## config.mk

```make
export PLATFORM = sky130hd
export DESIGN_NAME = switch_allocator_sep
export DESIGN_NICKNAME = d
export VERILOG_FILES = /design/src/rtl/switch_allocator_sep.sv
export SDC_FILE = /design/constraint.sdc
export NUM_CORES = 1
export LEC_CHECK = 0
export CORE_AREA = 2 2 121 88
export DETAILED_ROUTE_END_ITERATION = 6
export DIE_AREA = 0 0 123 90
export PLACE_DENSITY = 0.63
export SYNTH_ARGS = -nofsm -noshare
export SYNTH_HDL_FRONTEND = slang
export SYNTH_SLANG_ARGS = --single-unit
export TNS_END_PERCENT = 100
```

## constraint.sdc

```tcl
create_clock -name clk -period 4 [get_ports clk]
set_input_delay 0.8 -clock clk [delete_from_list [all_inputs] [get_ports clk]]
set_output_delay 0.8 -clock clk [all_outputs]
set_load 0.01 [all_outputs]
```

## src/rtl/switch_allocator_sep.sv

```systemverilog
// -----------------------------------------------------------------------------
// switch_allocator_sep
//
// Separable input-first switch allocator for the virtual-channel router.
//   Stage 1: per input port, a round-robin pick among VCs whose requested
//            output is ready this cycle.
//   Stage 2: per output port, a round-robin pick among the inputs whose
//            stage-1 winner targets that output.
// Grants are registered: a request presented in cycle t shows up as a grant
// in cycle t+1, for one cycle only. Pointers advance iSLIP-style, and only
// on a grant that made it through both stages.
//
// Ports
//   clk          clock, all state on the rising edge
//   reset        asynchronous, active-high reset
//   vc_out_req   [input][vc] one-hot requested output port (0 = idle)
//   out_ready    per output port: can accept a flit this cycle
//   grant_valid  per input port: a flit was granted
//   grant_vc     per input port: one-hot granted VC (0 when not granted)
//   xbar_sel     [output][input] one-hot winning input (0 when idle)
// -----------------------------------------------------------------------------
module switch_allocator_sep #(
    parameter int NUM_PORTS = 4,
    parameter int NUM_VCS   = 2
) (
    input  logic                                           clk,
    input  logic                                           reset,
    input  logic [NUM_PORTS-1:0][NUM_VCS-1:0][NUM_PORTS-1:0] vc_out_req,
    input  logic [NUM_PORTS-1:0]                           out_ready,
    output logic [NUM_PORTS-1:0]                           grant_valid,
    output logic [NUM_PORTS-1:0][NUM_VCS-1:0]              grant_vc,
    output logic [NUM_PORTS-1:0][NUM_PORTS-1:0]            xbar_sel
);

    localparam int VW = (NUM_VCS   > 1) ? $clog2(NUM_VCS)   : 1;
    localparam int PW = (NUM_PORTS > 1) ? $clog2(NUM_PORTS) : 1;

    // Position `off` steps after `base` in a ring of size n, without relying
    // on natural counter overflow (n need not be a power of two).
    function automatic int wrap_add(input int base, input int off, input int n);
        int s;
        s = base + off;
        if (s >= n) s = s - n;
        return s;
    endfunction

    // -------------------------------------------------------------------------
    // State
    // -------------------------------------------------------------------------
    logic [NUM_PORTS-1:0][VW-1:0]            ptr1_q, ptr1_d;   // per-input VC pointer
    logic [NUM_PORTS-1:0][PW-1:0]            ptr2_q, ptr2_d;   // per-output input pointer
    logic [NUM_PORTS-1:0]                    grant_valid_q, grant_valid_d;
    logic [NUM_PORTS-1:0][NUM_VCS-1:0]       grant_vc_q, grant_vc_d;
    logic [NUM_PORTS-1:0][NUM_PORTS-1:0]     xbar_sel_q, xbar_sel_d;

    // -------------------------------------------------------------------------
    // Request qualification
    // A multi-hot request is reduced to its lowest set bit; the downward scan
    // leaves the lowest bit as the last (surviving) assignment.
    // -------------------------------------------------------------------------
    logic [NUM_PORTS-1:0][NUM_VCS-1:0][NUM_PORTS-1:0] req_tgt;
    logic [NUM_PORTS-1:0][NUM_VCS-1:0]                req_elig;

    always_comb begin
        req_tgt  = '0;
        req_elig = '0;
        for (int i = 0; i < NUM_PORTS; i++) begin
            for (int v = 0; v < NUM_VCS; v++) begin
                for (int b = NUM_PORTS - 1; b >= 0; b--) begin
                    if (vc_out_req[i][v][b]) begin
                        req_tgt[i][v]    = '0;
                        req_tgt[i][v][b] = 1'b1;
                    end
                end
                req_elig[i][v] = |(req_tgt[i][v] & out_ready);
            end
        end
    end

    // -------------------------------------------------------------------------
    // Stage 1: per input, first eligible VC starting at ptr1
    // -------------------------------------------------------------------------
    logic [NUM_PORTS-1:0]                s1_valid;
    logic [NUM_PORTS-1:0][VW-1:0]        s1_vc;
    logic [NUM_PORTS-1:0][NUM_PORTS-1:0] s1_tgt;

    always_comb begin
        s1_valid = '0;
        s1_vc    = '0;
        s1_tgt   = '0;
        for (int i = 0; i < NUM_PORTS; i++) begin
            for (int k = 0; k < NUM_VCS; k++) begin
                if (!s1_valid[i] &&
                    req_elig[i][wrap_add(int'(ptr1_q[i]), k, NUM_VCS)]) begin
                    s1_valid[i] = 1'b1;
                    s1_vc[i]    = VW'(wrap_add(int'(ptr1_q[i]), k, NUM_VCS));
                    s1_tgt[i]   = req_tgt[i][wrap_add(int'(ptr1_q[i]), k, NUM_VCS)];
                end
            end
        end
    end

    // -------------------------------------------------------------------------
    // Stage 2: per output, first stage-1 winner targeting it, from ptr2
    // -------------------------------------------------------------------------
    logic [NUM_PORTS-1:0][NUM_PORTS-1:0] s2_sel;     // [output][input]
    logic [NUM_PORTS-1:0]                s2_found;

    always_comb begin
        s2_sel   = '0;
        s2_found = '0;
        for (int o = 0; o < NUM_PORTS; o++) begin
            for (int k = 0; k < NUM_PORTS; k++) begin
                if (!s2_found[o] &&
                    s1_valid[wrap_add(int'(ptr2_q[o]), k, NUM_PORTS)] &&
                    s1_tgt[wrap_add(int'(ptr2_q[o]), k, NUM_PORTS)][o]) begin
                    s2_found[o] = 1'b1;
                    s2_sel[o][wrap_add(int'(ptr2_q[o]), k, NUM_PORTS)] = 1'b1;
                end
            end
        end
    end

    // -------------------------------------------------------------------------
    // Next state: grants and pointer updates
    // A stage-1 winner that loses stage 2 keeps its ptr1, so it is retried
    // first next cycle; this is what bounds the wait of every requester.
    // -------------------------------------------------------------------------
    always_comb begin
        grant_valid_d = '0;
        grant_vc_d    = '0;
        xbar_sel_d    = s2_sel;
        ptr1_d        = ptr1_q;
        ptr2_d        = ptr2_q;
        for (int o = 0; o < NUM_PORTS; o++) begin
            for (int i = 0; i < NUM_PORTS; i++) begin
                if (s2_sel[o][i]) begin
                    grant_valid_d[i]          = 1'b1;
                    grant_vc_d[i][s1_vc[i]]   = 1'b1;
                    ptr1_d[i] = (int'(s1_vc[i]) == NUM_VCS - 1) ? '0 : s1_vc[i] + VW'(1);
                    ptr2_d[o] = (i == NUM_PORTS - 1) ? '0 : PW'(i + 1);
                end
            end
        end
    end

    always_ff @(posedge clk or posedge reset) begin
        if (reset) begin
            ptr1_q        <= '0;
            ptr2_q        <= '0;
            grant_valid_q <= '0;
            grant_vc_q    <= '0;
            xbar_sel_q    <= '0;
        end else begin
            ptr1_q        <= ptr1_d;
            ptr2_q        <= ptr2_d;
            grant_valid_q <= grant_valid_d;
            grant_vc_q    <= grant_vc_d;
            xbar_sel_q    <= xbar_sel_d;
        end
    end

    assign grant_valid = grant_valid_q;
    assign grant_vc    = grant_vc_q;
    assign xbar_sel    = xbar_sel_q;

endmodule
```

==> report_table.html, run 1 <==
<table>
<tr><th>Metric</th><th>Value</th></tr>
<tr><th colspan="2">Outcome</th></tr>
<tr><td>Status</td><td>complete, no violations</td></tr>
<tr><th colspan="2">Critical path</th></tr>
<tr><td>Crit-path max FO</td><td>5</td></tr>
<tr><td>Reg-to-reg slack, setup</td><td>around 0.64 ns</td></tr>
<tr><td>Critical path arrival</td><td>just over 4 ns</td></tr>
<tr><td>Data required time at the worst endpoint</td><td>about 4.2 ns</td></tr>
<tr><td>Nature of the critical path startpoint</td><td>primary input</td></tr>
<tr><td>Type of destination of the critical path</td><td>register</td></tr>
<tr><td>Worst setup path class</td><td>primary input to register</td></tr>
<tr><th colspan="2">Route</th></tr>
<tr><td>Top Layer Used</td><td>met4</td></tr>
<tr><td>Remaining routing DRC violations</td><td>0</td></tr>
<tr><td>Detail Route met2 WL</td><td>slightly below 6000 um</td></tr>
<tr><td>Met3 WL post-DR</td><td>about 770 um</td></tr>
<tr><td>DR iter-0 viols</td><td>~360</td></tr>
<tr><td>Remaining number of nets flagged by the antenna check after routing</td><td>0</td></tr>
<tr><td>Number of iterations in the first detailed-routing pass</td><td>5</td></tr>
<tr><td>Met1 Wirelength</td><td>5700 um</td></tr>
<tr><td>Via Count</td><td>about 4100</td></tr>
<tr><td>Final wirelength</td><td>between 10000 and 15000 um</td></tr>
<tr><td>Vias per cell</td><td>~5.6</td></tr>
<tr><td>DR WL/cell</td><td>between 15 and 20 um</td></tr>
<tr><th colspan="2">Cells and area</th></tr>
<tr><td>Commonest cells after routing, fill and taps aside</td><td>buf_4, clkdlybuf4s50_1, nor2_1, dfrtp_1, ha_1</td></tr>
<tr><td>Area growth syn-to-layout</td><td>53.2%</td></tr>
<tr><td>Most common library cell in the layout ignoring fill and taps</td><td>buf_4</td></tr>
<tr><td>Final non-filler cell area</td><td>roughly 5900 um^2</td></tr>
<tr><td>Count of nets after finishing</td><td>~660</td></tr>
<tr><td>Share of cells above drive strength 1</td><td>0.327</td></tr>
<tr><td>Post-Layout Cell Count</td><td>about 730</td></tr>
<tr><td>Diode count</td><td>0</td></tr>
<tr><th colspan="2">Yosys</th></tr>
<tr><td>Primary flip-flop cell chosen by synthesis mapping</td><td>dfrtp_1</td></tr>
<tr><td>Gate count after technology mapping</td><td>between 400 and 500</td></tr>
<tr><td>Post-synth EDFFs</td><td>0</td></tr>
<tr><td>Post-synthesis register bit count</td><td>40</td></tr>
<tr><td>Cell variety after synth</td><td>82</td></tr>
<tr><td>Post-Synthesis Cell Area</td><td>3880 um^2</td></tr>
<tr><td>Top cell type by total area after synthesis</td><td>dfrtp_1</td></tr>
<tr><td>Proportion of synthesized flip-flops having asynchronous set or reset</td><td>1.00</td></tr>
<tr><td>Number of warning messages in the yosys log</td><td>0</td></tr>
<tr><td>Post-synth top area share</td><td>0.258</td></tr>
<tr><td>Synth top area cells</td><td>dfrtp_1, ha_1, nor2_1</td></tr>
<tr><td>Total nets after synthesis</td><td>between 400 and 500</td></tr>
<tr><td>Register area share after synthesis</td><td>0.258</td></tr>
<tr><td>Synthesized area divided by synthesized cell count</td><td>between 9 and 10 um^2</td></tr>
<tr><th colspan="2">GRT</th></tr>
<tr><td>Initial antenna violation count</td><td>0</td></tr>
<tr><td>All-layer global routing usage</td><td>0.225</td></tr>
<tr><td>Global route total overflow</td><td>0</td></tr>
<tr><td>Pin count of the biggest net entering global routing</td><td>41</td></tr>
<tr><td>Vias in the first global route</td><td>roughly 4000</td></tr>
<tr><td>First-pass GRT wire length</td><td>between 15000 and 20000 um</td></tr>
<tr><th colspan="2">Placement</th></tr>
<tr><td>Place WS</td><td>-0.367 ns</td></tr>
<tr><td>Placed instance area</td><td>roughly 5500 um^2</td></tr>
<tr><td>HPWL Detailed</td><td>~9800 um</td></tr>
<tr><td>DP Cell Count</td><td>slightly above 700</td></tr>
<tr><td>Port buffer count</td><td>between 60 and 70</td></tr>
<tr><td>Gpl congestion</td><td>between 0.9 and 1</td></tr>
<tr><th colspan="2">Timing</th></tr>
<tr><td>Setup total negative slack</td><td>0 ns</td></tr>
<tr><td>Final worst path period need</td><td>between 3 and 4 ns</td></tr>
<tr><td>Slew of the pin with the lowest slew margin</td><td>0.514 ns</td></tr>
<tr><td>Relative slew slack</td><td>0.655</td></tr>
<tr><td>Final WS setup</td><td>around 0.094 ns</td></tr>
<tr><td>Endpoints failing setup</td><td>0</td></tr>
<tr><td>Period Utilization, post-route</td><td>0.976</td></tr>
<tr><td>Maximum operating frequency</td><td>roughly 260 MHz</td></tr>
<tr><td>Final setup skew</td><td>around 0.0093 ns</td></tr>
<tr><td>Number of max-slew violations in the final report</td><td>0</td></tr>
<tr><td>Final hold vios</td><td>0</td></tr>
<tr><th colspan="2">Clock network</th></tr>
<tr><td>Total number of clock tree sinks</td><td>40</td></tr>
<tr><td>TritonCTS clock tree</td><td>yes</td></tr>
<tr><td>Clock latency at the later pin of the worst-skew pair</td><td>0.29 ns</td></tr>
<tr><td>Clock root buffer</td><td>clkbuf_16</td></tr>
<tr><td>Clock-pin transition on the worst setup and hold timing paths</td><td>~0.060 ns</td></tr>
<tr><td>Clock buffers created by TritonCTS</td><td>5</td></tr>
<tr><td>Clock Path Buffers</td><td>2</td></tr>
<tr><td>Number of H-tree branching levels</td><td>2</td></tr>
<tr><td>Number of buffers inserted for hold repair after clock tree synthesis</td><td>0</td></tr>
<tr><th colspan="2">Flow run</th></tr>
<tr><td>Number of max-cap violations</td><td>0</td></tr>
<tr><th colspan="2">Power</th></tr>
<tr><td>Power density cells</td><td>between 700 and 800 nW/um^2</td></tr>
<tr><td>IR drop worst, VDD</td><td>roughly 0.43 mV</td></tr>
<tr><td>Leakage power of the design</td><td>~0.0026 uW</td></tr>
<tr><th colspan="2">Floorplan</th></tr>
<tr><td>Die boundary height</td><td>90 um</td></tr>
<tr><td>Initial core utilization</td><td>0.387</td></tr>
<tr><td>IO Count</td><td>66</td></tr>
<tr><td>Cell row count</td><td>31</td></tr>
<tr><td>Die width</td><td>123 um</td></tr>
<tr><td>Placeable core area</td><td>around 10000 um^2</td></tr>
<tr><td>Overall die area</td><td>approximately 11000 um^2</td></tr>
<tr><th colspan="2">Min path</th></tr>
<tr><td>Path class of the lowest-slack min-delay path</td><td>register to register</td></tr>
</table>
[layer usage]
metal / vias to the layer above / GRT usage
li1: 1973 / -
met1: 1976 / 0.322
met2: 143 / 0.356
met3: 12 / 0.0387
met4: 0 / 0.0379
met5: - / 0
[cells by family after synthesis]
group	share of synthesized area
multiplexers	0.0452
AND/OR/NAND/NOR	0.255
AO/OA/AOI/OAI	0.312
buffers and inverters	0.0394
adder cells (fa/ha/maj)	0.0904
flip-flops	0.258
[critical path: stages]
cell,delay (ns)
clkdlybuf4s50_1,0.59
nor3b_1,0.22
buf_4,0.15
a2111oi_4,0.04
nor3_2,0.29
buf_4,0.19
nor2_1,0.05
a21oi_1,0.20
mux2i_1,0.31
nor3_1,0.13
a221o_1,0.45
nor4_4,0.33
mux2_4,0.32
[report_power, final]
part	switching [uW]	internal (uW)
Combinational	1500	1500
Sequential	222	604
Clock	163	312
[Yosys cell counts, drive strengths merged, types with 4 or more instances]
cell type   n
o2bb2ai     4
ha         28
o211a       4
nor3       13
dfrtp      40
nand3b     13
o21ai       6
nor2       44
a21oi      22
inv        26
nor2b       7
nand3      14
nor3b       9
a221oi      4
nand2      27
a31oi       7
mux2i      10
a211oi     10
nand4       5
o21ba       4
a22oi       4
buf         7
nor4        6
o31ai       7
and2        6
nand2b      6
a221o       7
or3         6
a2111oi     6
a22o        8
[per-stage QoR]
stage          hold WS (ns)  total power (uW)   util
6_report              0.697              4300  0.594
5_1_grt               0.728              4630  0.594
4_1_cts               0.689              4170  0.569
3_5_place_dp          0.670              3660  0.548
3_3_place_gp          0.671              3580  0.548
2_1_floorplan         0.608              2490      -
[state kept, by name, summed over array words and instances (netlist names)]
name / cells
grant_vc: 8
grant_valid: 4
ptr2_q: 8
ptr1_q: 4
xbar_sel: 16
[area by class of cell]
class                      instances  area (um^2)
fill                             828         4070
multi-input combinational        339         2900
timing repair buffer             185         1600
sequential                        40         1000
tap                              132          165
clock buffer                       6          139
inverter                          27          101
clock inverter                     2         38.8
[repair_timing]
| action | 4_1_cts | 5_1_grt |
|---|---|---|
| setup endpoints to repair | 6 | 23 |
| setup buffers | 2 | 8 |
| pin swaps | 1 | 15 |
| gates resized for setup | 3 | 33 |
[final timing paths]
check,start,to,cells past startpoint
worst min register to register,ptr2_q[5],ptr2_q[5],2
worst max register to register,ptr1_q[1],ptr1_q[0],13
min in group asynchronous,reset,xbar_sel[8],3
worst max-delay path,vc_out_req[1],ptr1_q[1],13
worst min-delay path,ptr2_q[5],ptr2_q[5],2
max in group asynchronous,reset,ptr2_q[0],3
(Power assumes the default switching activity.)
==> inputs of run 2 (changes only) <==
PLACE_DENSITY = 0.6   (was 0.63)
REMOVE_ABC_BUFFERS = 1   (was not set)
==> run 2 against run 1 <==
Against the previous run: first-iteration DRC count decreased by 7.5%; critical path depth up 3; global-route usage rose by 0.37 points; setup slack lost 0.018 ns; sequential cell count is the same; maximum frequency is 0.45% lower; clock power shrank 20%; via count grew 0.56%; largest cell class unchanged; largest power group unchanged.
==> report_table.html, run 2 (same netlist as run 1, synthesis figures left out) <==
<table>
<tr><th>Metric</th><th>Value</th></tr>
<tr><th colspan="2">Outcome</th></tr>
<tr><td>Status</td><td>complete, no violations (unchanged)</td></tr>
<tr><th colspan="2">Power</th></tr>
<tr><td>Combinational share of power</td><td>0.716 (was 0.697)</td></tr>
<tr><td>Power density cells</td><td>715 nW/um^2 (was 724 nW/um^2)</td></tr>
<tr><td>Net switching fraction of the power</td><td>0.440 (was 0.437)</td></tr>
<tr><td>Part of the power in the clock network</td><td>0.089 (was 0.111)</td></tr>
<tr><td>Leakage power of the design</td><td>0.00263 uW (was 0.00264 uW)</td></tr>
<tr><td>IR drop worst, VDD</td><td>0.306 mV (was 0.434 mV)</td></tr>
<tr><td>Internal Pwr Total</td><td>2390 uW (was 2420 uW)</td></tr>
<tr><td>Switching component of the power</td><td>1880 uW (about the same)</td></tr>
<tr><td>Share of power burned in registers</td><td>0.194 (was 0.192)</td></tr>
<tr><th colspan="2">Timing</th></tr>
<tr><td>Endpoints failing setup</td><td>0 (unchanged)</td></tr>
<tr><td>Final worst path period need</td><td>3.92 ns (was 3.91 ns)</td></tr>
<tr><td>Final setup skew</td><td>0.00554 ns (was 0.00931 ns)</td></tr>
<tr><td>Final WS setup</td><td>0.0765 ns (was 0.0942 ns)</td></tr>
<tr><td>Slew of the pin with the lowest slew margin</td><td>0.719 ns (was 0.514 ns)</td></tr>
<tr><td>Final hold vios</td><td>0 (unchanged)</td></tr>
<tr><td>Setup total negative slack</td><td>0 ns (unchanged)</td></tr>
<tr><td>Maximum operating frequency</td><td>255 MHz (was 256 MHz)</td></tr>
<tr><td>Number of max-slew violations in the final report</td><td>0 (unchanged)</td></tr>
<tr><td>Period Utilization, post-route</td><td>0.981 (was 0.976)</td></tr>
<tr><td>Relative slew slack</td><td>0.514 (was 0.655)</td></tr>
<tr><th colspan="2">Placement</th></tr>
<tr><td>Placed instance area</td><td>5490 um^2 (was 5480 um^2)</td></tr>
<tr><td>Port buffer count</td><td>65 (unchanged)</td></tr>
<tr><td>Gpl congestion</td><td>0.908 (was 0.966)</td></tr>
<tr><td>HPWL Detailed</td><td>9950 um (was 9850 um)</td></tr>
<tr><td>Place WS</td><td>-0.466 ns (was -0.367 ns)</td></tr>
<tr><th colspan="2">GRT</th></tr>
<tr><td>First-pass GRT wire length</td><td>20300 um (was 20000 um)</td></tr>
<tr><td>All-layer global routing usage</td><td>0.228 (was 0.225)</td></tr>
<tr><td>Vias in the first global route</td><td>4054 (was 3953)</td></tr>
<tr><td>Global route total overflow</td><td>0 (unchanged)</td></tr>
<tr><td>Initial antenna violation count</td><td>0 (unchanged)</td></tr>
<tr><td>Pin count of the biggest net entering global routing</td><td>41 (unchanged)</td></tr>
<tr><th colspan="2">Critical path</th></tr>
<tr><td>Nature of the critical path startpoint</td><td>primary input (unchanged)</td></tr>
<tr><td>Worst R2R Start</td><td>ptr1_q[1] (unchanged)</td></tr>
<tr><td>Data required time at the worst endpoint</td><td>4.16 ns (was 4.17 ns)</td></tr>
<tr><td>Critical path arrival</td><td>4.08 ns (was 4.07 ns)</td></tr>
<tr><td>Reg-to-Reg End</td><td>ptr1_q[0] (unchanged)</td></tr>
<tr><td>Worst setup path class</td><td>primary input to register (unchanged)</td></tr>
<tr><td>Type of destination of the critical path</td><td>register (unchanged)</td></tr>
<tr><td>Reg-to-reg slack, setup</td><td>0.72 ns (was 0.64 ns)</td></tr>
<tr><td>Worst r2r path cells</td><td>11 (was 13)</td></tr>
<tr><td>Crit-path max FO</td><td>7 (was 5)</td></tr>
<tr><th colspan="2">Cells and area</th></tr>
<tr><td>Commonest cells after routing, fill and taps aside</td><td>buf_4, clkdlybuf4s50_1, nor2_1, dfrtp_1, ha_1 (unchanged)</td></tr>
<tr><td>Count of nets after finishing</td><td>669 (was 664)</td></tr>
<tr><td>Diode count</td><td>0 (unchanged)</td></tr>
<tr><td>Combined flip-flop and latch cell area</td><td>1000 um^2 (unchanged)</td></tr>
<tr><td>Share of cells above drive strength 1</td><td>0.332 (was 0.327)</td></tr>
<tr><td>Area growth syn-to-layout</td><td>53.8% (was 53.2%)</td></tr>
<tr><td>Final design utilization</td><td>0.596 (was 0.594)</td></tr>
<tr><td>Max FFs per register</td><td>16 (unchanged)</td></tr>
<tr><td>Area of combinational cells with multiple inputs</td><td>2930 um^2 (was 2900 um^2)</td></tr>
<tr><td>Fill cell count</td><td>849 (was 828)</td></tr>
<tr><td>Most common library cell in the layout ignoring fill and taps</td><td>buf_4 (unchanged)</td></tr>
<tr><td>Final non-filler cell area</td><td>5960 um^2 (was 5940 um^2)</td></tr>
<tr><th colspan="2">Clock network</th></tr>
<tr><td>Number of buffers inserted for hold repair after clock tree synthesis</td><td>0 (unchanged)</td></tr>
<tr><td>Total number of clock tree sinks</td><td>40 (unchanged)</td></tr>
<tr><td>Clock-pin transition on the worst setup and hold timing paths</td><td>0.05 ns (was 0.06 ns)</td></tr>
<tr><td>Clock latency at the later pin of the worst-skew pair</td><td>0.28 ns (was 0.29 ns)</td></tr>
<tr><td>TritonCTS clock tree</td><td>yes (unchanged)</td></tr>
<tr><td>Clock root buffer</td><td>clkbuf_16 (unchanged)</td></tr>
<tr><td>Clock Path Buffers</td><td>2 (unchanged)</td></tr>
<tr><td>Number of H-tree branching levels</td><td>2 (unchanged)</td></tr>
<tr><td>Clock buffers created by TritonCTS</td><td>5 (unchanged)</td></tr>
<tr><th colspan="2">Min path</th></tr>
<tr><td>Hold worst-path end</td><td>ptr2_q[5] (unchanged)</td></tr>
<tr><td>Worst hold stages</td><td>2 (unchanged)</td></tr>
<tr><td>Path class of the lowest-slack min-delay path</td><td>register to register (unchanged)</td></tr>
<tr><td>Launch instance of the worst min-delay path</td><td>ptr2_q[5] (unchanged)</td></tr>
<tr><th colspan="2">Route</th></tr>
<tr><td>Number of iterations in the first detailed-routing pass</td><td>5 (unchanged)</td></tr>
<tr><td>Via Count</td><td>4127 (was 4104)</td></tr>
<tr><td>Remaining number of nets flagged by the antenna check after routing</td><td>0 (unchanged)</td></tr>
<tr><td>Final wirelength</td><td>12700 um (was 12400 um)</td></tr>
<tr><td>Vias per cell</td><td>5.61 (about the same)</td></tr>
<tr><td>DR iter-0 viols</td><td>335 (was 362)</td></tr>
<tr><td>Remaining routing DRC violations</td><td>0 (unchanged)</td></tr>
<tr><td>DR WL/cell</td><td>17.2 um (was 17.0 um)</td></tr>
<tr><th colspan="2">Floorplan</th></tr>
<tr><td>Placeable core area</td><td>10000 um^2 (unchanged)</td></tr>
<tr><td>Cell row count</td><td>31 (unchanged)</td></tr>
<tr><td>Die width</td><td>123 um (unchanged)</td></tr>
<tr><td>Overall die area</td><td>11100 um^2 (unchanged)</td></tr>
<tr><td>Initial core utilization</td><td>0.387 (unchanged)</td></tr>
<tr><td>Die boundary height</td><td>90 um (unchanged)</td></tr>
<tr><td>IO Count</td><td>66 (unchanged)</td></tr>
<tr><th colspan="2">Flow run</th></tr>
<tr><td>Number of max-cap violations</td><td>0 (unchanged)</td></tr>
</table>
## run 2: changes by cell type in the layout (fill, tap and decap cells not counted), moves of 2 or more
cell	change
nor3_2	-2
a221oi_4	+2
buf_12	-2
dlymetal6s2s_1	-3
a221oi_2	-2
nor3b_2	+2
clkdlybuf4s50_1	+2
nor3b_1	-2
buf_6	+6
## run 2: worst max-delay path: stages
cell and delay (ns):
dlygate4sd2_1 0.25, buf_6 0.13, buf_6 0.13, a211o_1 0.33, o221a_4 0.31, a2111oi_4 0.34
a31oi_4 0.05, buf_4 0.16, mux4_2 0.49, nor4_4 0.15, buf_4 0.21, a221oi_4 0.07
a2bb2oi_2 0.19, buf_4 0.15, a211oi_1 0.23, nor2_1 0.07
## run 2: layout make-up
cell class / count / area share
multi-input combinational: 339 / 0.492
timing repair buffer: 190 / 0.273
sequential: 40 / 0.168
tap: 132 / 0.0277
clock buffer: 5 / 0.0210
inverter: 27 / 0.0170
clock inverter: 2 / 0.00210
## run 2: power groups by stage
stage	clock network [uW]	logic, uW	registers, uW
after floorplan	0	1650	819
after detailed placement	0	2870	823
after global routing	404	3330	854
final	380	3060	829
after global placement	0	2810	828
after CTS	388	2920	820
## run 2: worst max path at each step
stage,cells after the start,slack [ns],startpoint,end
finish,16,0.08,out_ready[2],ptr2_q[5]
floorplan,10,0.47,vc_out_req[10],ptr1_q[1]
global route,16,-0.04,out_ready[2],ptr2_q[5]
global placement,13,-0.54,vc_out_req[2],grant_vc[7]
detailed placement,14,-0.47,out_ready[2],grant_vc[7]
CTS,14,0.005,out_ready[3],ptr2_q[4]
## run 2: repair_timing
item,4_1_cts,5_1_grt
gates resized for setup,12,32
setup buffers,4,8
endpoints found under the setup margin,17,21
gates cloned,0,0
pin swaps,7,19
## run 2: metal layers
layer	track usage	vias up	routed length (um)
li1	-	1980	-
met1	0.345	2017	6320
met2	0.349	120	5700
met3	0.0286	10	549
met4	0.0417	0	110
met5	0	-	0
## run 2: metrics by stage
step	hold slack, ns	std cells	total power, uW
global route	0.770	735	4590
CTS	0.731	727	4130
global placement	0.681	716	3630
floorplan	0.608	406	2470
finish	0.728	735	4270
detailed placement	0.702	716	3690
==> inputs of run 3 (changes only) <==
CORE_AREA = 2 2 104 76   (was 2 2 121 88)
DIE_AREA = 0 0 106 78   (was 0 0 123 90)
PLACE_DENSITY = 0.78   (was 0.6)
==> run 3 against run 2 <==
Against the previous run: worst hold slack worse by 0.013 ns; clock power fell by 3%; combinational power is 2% higher; critical path depth shrank 1; count of clock-buffer cells in the layout grew 1; routed wire length rose by 2.6%; global-route usage increased by 7.2 points; cell area shrank 2.3%; power up 0.97%; clock skew rose by 0.0047 ns; first-iteration DRC count increased by 19%; critical path type unchanged; critical endpoint is now ptr2_q[1].
==> report_table.html, run 3 (same netlist as run 1, synthesis figures left out) <==
<table>
<tr><th>Metric</th><th>Value</th></tr>
<tr><th colspan="2">Power</th></tr>
<tr><td>Share of power burned in registers</td><td>0.190 (was 0.194)</td></tr>
<tr><td>Leakage power of the design</td><td>0.00259 uW (was 0.00263 uW)</td></tr>
<tr><td>Combinational share of power</td><td>0.725 (was 0.716)</td></tr>
<tr><td>IR drop worst, VDD</td><td>0.566 mV (was 0.306 mV)</td></tr>
<tr><td>Net switching fraction of the power</td><td>0.456 (was 0.440)</td></tr>
<tr><td>Switching component of the power</td><td>1960 uW (was 1880 uW)</td></tr>
<tr><td>Power density cells</td><td>740 nW/um^2 (was 715 nW/um^2)</td></tr>
<tr><td>Internal Pwr Total</td><td>2340 uW (was 2390 uW)</td></tr>
<tr><td>Total power after layout</td><td>4310 uW (was 4270 uW)</td></tr>
<tr><td>Part of the power in the clock network</td><td>0.085 (was 0.089)</td></tr>
<tr><th colspan="2">Floorplan</th></tr>
<tr><td>Die width</td><td>106 um (was 123 um)</td></tr>
<tr><td>Initial core utilization</td><td>0.539 (was 0.387)</td></tr>
<tr><td>Die boundary height</td><td>78 um (was 90 um)</td></tr>
<tr><td>Overall die area</td><td>8270 um^2 (was 11100 um^2)</td></tr>
<tr><td>IO Count</td><td>66 (unchanged)</td></tr>
<tr><td>Placeable core area</td><td>7190 um^2 (was 10000 um^2)</td></tr>
<tr><td>Cell row count</td><td>26 (was 31)</td></tr>
<tr><th colspan="2">Critical path</th></tr>
<tr><td>Worst r2r path cells</td><td>12 (was 11)</td></tr>
<tr><td>Delay-heaviest family, CP</td><td>buffers and inverters (was compound AO/OA/AOI/OAI gates)</td></tr>
<tr><td>Capture point of the critical path</td><td>ptr2_q[1] (was ptr2_q[5])</td></tr>
<tr><td>Nature of the critical path startpoint</td><td>primary input (unchanged)</td></tr>
<tr><td>Critical path arrival</td><td>4.18 ns (was 4.08 ns)</td></tr>
<tr><td>Critical Path, Cell by Cell</td><td>clkdlybuf4s50_1 &gt; buf_4 &gt; nor2b_1 &gt; a311oi_4 &gt; buf_4 &gt; nor4bb_1 &gt; nor2_1 &gt; buf_4 &gt; buf_4 &gt; or4_1 &gt; o211a_1 &gt; o221a_2 &gt; buf_4 &gt; a211oi_1 &gt; nor2_1 (was dlygate4sd2_1 &gt; buf_6 &gt; buf_6 &gt; a211o_1 &gt; o221a_4 &gt; a2111oi_4 &gt; a31oi_4 &gt; buf_4 &gt; mux4_2 &gt; nor4_4 &gt; buf_4 &gt; a221oi_4 &gt; a2bb2oi_2 &gt; buf_4 &gt; a211oi_1 &gt; nor2_1)</td></tr>
<tr><td>Cell depth of the worst setup path</td><td>15 (was 16)</td></tr>
<tr><td>Crit path buf inv count</td><td>6 (unchanged)</td></tr>
<tr><td>Data required time at the worst endpoint</td><td>4.19 ns (was 4.16 ns)</td></tr>
<tr><td>Type of destination of the critical path</td><td>register (unchanged)</td></tr>
<tr><td>Worst setup startpoint</td><td>vc_out_req[24] (was out_ready[2])</td></tr>
<tr><td>Reg-to-reg slack, setup</td><td>0.69 ns (was 0.72 ns)</td></tr>
<tr><td>Worst R2R Start</td><td>ptr1_q[1] (unchanged)</td></tr>
<tr><td>Most Frequent Cell on Critical Path</td><td>buf_4 (unchanged)</td></tr>
<tr><td>Worst setup path class</td><td>primary input to register (unchanged)</td></tr>
<tr><td>Cell at the slowest stage of the critical path</td><td>clkdlybuf4s50_1 (was mux4_2)</td></tr>
<tr><td>CP max stage delay</td><td>0.58 ns (was 0.49 ns)</td></tr>
<tr><td>Reg-to-Reg End</td><td>ptr2_q[1] (was ptr1_q[0])</td></tr>
<tr><td>Crit-path max FO</td><td>4 (was 7)</td></tr>
<tr><th colspan="2">Cells and area</th></tr>
<tr><td>Post-Layout Cell Count</td><td>697 (was 735)</td></tr>
<tr><td>Commonest cells after routing, fill and taps aside</td><td>buf_4, clkdlybuf4s50_1, nor2_1, dfrtp_1, ha_1 (unchanged)</td></tr>
<tr><td>Area growth syn-to-layout</td><td>50.2% (was 53.8%)</td></tr>
<tr><td>Max FFs per register</td><td>16 (unchanged)</td></tr>
<tr><td>Diode count</td><td>0 (unchanged)</td></tr>
<tr><td>Share of cells above drive strength 1</td><td>0.324 (was 0.332)</td></tr>
<tr><td>Count of nets after finishing</td><td>664 (was 669)</td></tr>
<tr><td>Most common library cell in the layout ignoring fill and taps</td><td>buf_4 (unchanged)</td></tr>
<tr><th colspan="2">Placement</th></tr>
<tr><td>DP Cell Count</td><td>676 (was 716)</td></tr>
<tr><td>Port buffer count</td><td>65 (unchanged)</td></tr>
<tr><td>HPWL Detailed</td><td>9610 um (was 9950 um)</td></tr>
<tr><td>Gpl congestion</td><td>1.02 (was 0.908)</td></tr>
<tr><th colspan="2">Timing</th></tr>
<tr><td>Final hold vios</td><td>0 (unchanged)</td></tr>
<tr><td>Final worst path period need</td><td>3.99 ns (was 3.92 ns)</td></tr>
<tr><td>Maximum operating frequency</td><td>251 MHz (was 255 MHz)</td></tr>
<tr><td>Number of max-slew violations in the final report</td><td>0 (unchanged)</td></tr>
<tr><td>Endpoints failing setup</td><td>0 (unchanged)</td></tr>
<tr><td>Relative slew slack</td><td>0.659 (was 0.514)</td></tr>
<tr><td>Final setup skew</td><td>0.0102 ns (was 0.00554 ns)</td></tr>
<tr><td>Period Utilization, post-route</td><td>0.998 (was 0.981)</td></tr>
<tr><td>Slew of the pin with the lowest slew margin</td><td>0.511 ns (was 0.719 ns)</td></tr>
<tr><td>Tightest hold margin</td><td>0.716 ns (was 0.728 ns)</td></tr>
<tr><th colspan="2">Route</th></tr>
<tr><td>Via Count</td><td>4319 (was 4127)</td></tr>
<tr><td>Remaining routing DRC violations</td><td>0 (unchanged)</td></tr>
<tr><td>Number of iterations in the first detailed-routing pass</td><td>5 (unchanged)</td></tr>
<tr><td>DR WL/cell</td><td>18.7 um (was 17.2 um)</td></tr>
<tr><td>Final wirelength</td><td>13000 um (was 12700 um)</td></tr>
<tr><td>Vias per cell</td><td>6.20 (was 5.61)</td></tr>
<tr><td>DR iter-0 viols</td><td>398 (was 335)</td></tr>
<tr><td>Remaining number of nets flagged by the antenna check after routing</td><td>0 (unchanged)</td></tr>
<tr><th colspan="2">GRT</th></tr>
<tr><td>First-pass GRT wire length</td><td>19800 um (was 20300 um)</td></tr>
<tr><td>Vias in the first global route</td><td>4131 (was 4054)</td></tr>
<tr><td>Global route total overflow</td><td>0 (unchanged)</td></tr>
<tr><td>Pin count of the biggest net entering global routing</td><td>41 (unchanged)</td></tr>
<tr><td>All-layer global routing usage</td><td>0.300 (was 0.228)</td></tr>
<tr><td>Initial antenna violation count</td><td>0 (unchanged)</td></tr>
<tr><th colspan="2">Clock network</th></tr>
<tr><td>Clock latency at the later pin of the worst-skew pair</td><td>0.31 ns (was 0.28 ns)</td></tr>
<tr><td>Clock Path Buffers</td><td>2 (unchanged)</td></tr>
<tr><td>Number of H-tree branching levels</td><td>2 (unchanged)</td></tr>
<tr><td>Total number of clock tree sinks</td><td>40 (unchanged)</td></tr>
<tr><td>Clock buffers created by TritonCTS</td><td>5 (unchanged)</td></tr>
<tr><td>TritonCTS clock tree</td><td>yes (unchanged)</td></tr>
<tr><td>Clock root buffer</td><td>clkbuf_8 (was clkbuf_16)</td></tr>
<tr><td>Clock-pin transition on the worst setup and hold timing paths</td><td>0.08 ns (was 0.05 ns)</td></tr>
<tr><td>Number of buffers inserted for hold repair after clock tree synthesis</td><td>0 (unchanged)</td></tr>
<tr><th colspan="2">Outcome</th></tr>
<tr><td>Status</td><td>complete, no violations (unchanged)</td></tr>
<tr><th colspan="2">Flow run</th></tr>
<tr><td>Number of max-cap violations</td><td>0 (unchanged)</td></tr>
<tr><th colspan="2">Min path</th></tr>
<tr><td>Path class of the lowest-slack min-delay path</td><td>register to register (unchanged)</td></tr>
</table>
[run 3: changes by cell type in the layout (fill, tap and decap cells not counted), moves of 3 or more]
cell,previous run,this run
nor3b_1,3,7
buf_4,117,114
buf_6,8,3
clkbuf_16,5,0
clkbuf_8,0,6
nor3b_2,6,2
[run 3: repair_timing]
item / in CTS / in global routing
endpoints found under the setup margin: 0 / 22
setup buffers: 0 / 12
resized for setup: 0 / 32
[run 3: power groups by stage]
stage	combinational, uW	sequential (uW)	clock [uW]
finish	3120	816	367
global route	3330	840	386
CTS	2870	804	366
detailed placement	2840	812	0
global placement	2750	806	0
floorplan	1650	819	0
[run 3: area by class of cell]
cell class / instances / area [um^2]
clock buffer: 6 / 82.6
clock inverter: 2 / 38.8
fill: 459 / 1370
inverter: 27 / 101
multi-input combinational: 339 / 2880
sequential: 40 / 1000
tap: 98 / 123
timing repair buffer: 185 / 1600
[run 3: worst min-delay path, stage by stage, from the launching register on]
cell and delay, ns:
dfrtp_1 0.47, a211oi_1 0.11, nor2_1 0.09
[run 3: how the worst min path moves through the flow]
stage / start / to / slack [ns] / depth (start not counted)
2_1_floorplan: ptr2_q[5] / ptr2_q[5] / 0.61 / 2
6_report: ptr2_q[5] / ptr2_q[5] / 0.72 / 2
4_1_cts: ptr2_q[5] / ptr2_q[5] / 0.71 / 2
3_3_place_gp: ptr2_q[5] / ptr2_q[5] / 0.66 / 2
5_1_grt: ptr2_q[7] / ptr2_q[7] / 0.77 / 2
3_5_place_dp: ptr2_q[5] / ptr2_q[5] / 0.69 / 2
[run 3: per-stage QoR]
step            util  area, um^2  setup WS (ns)  setup TNS [ns]
2_1_floorplan      -        3830          0.475               0
3_3_place_gp   0.753        5420         -0.206           -2.34
3_5_place_dp   0.753        5420         -0.251           -3.37
4_1_cts        0.770        5540         0.0433               0
5_1_grt        0.810        5820         -0.126          -0.373
6_report       0.810        5820        0.00997               0
[run 3: metal layers]
metal / up-vias / global-route usage / wire length [um]
li1: 1969 / - / -
met1: 2067 / 0.406 / 5510
met2: 254 / 0.509 / 6130
met3: 29 / 0.0513 / 1200
met4: 0 / 0.0539 / 155
met5: - / 0 / 0
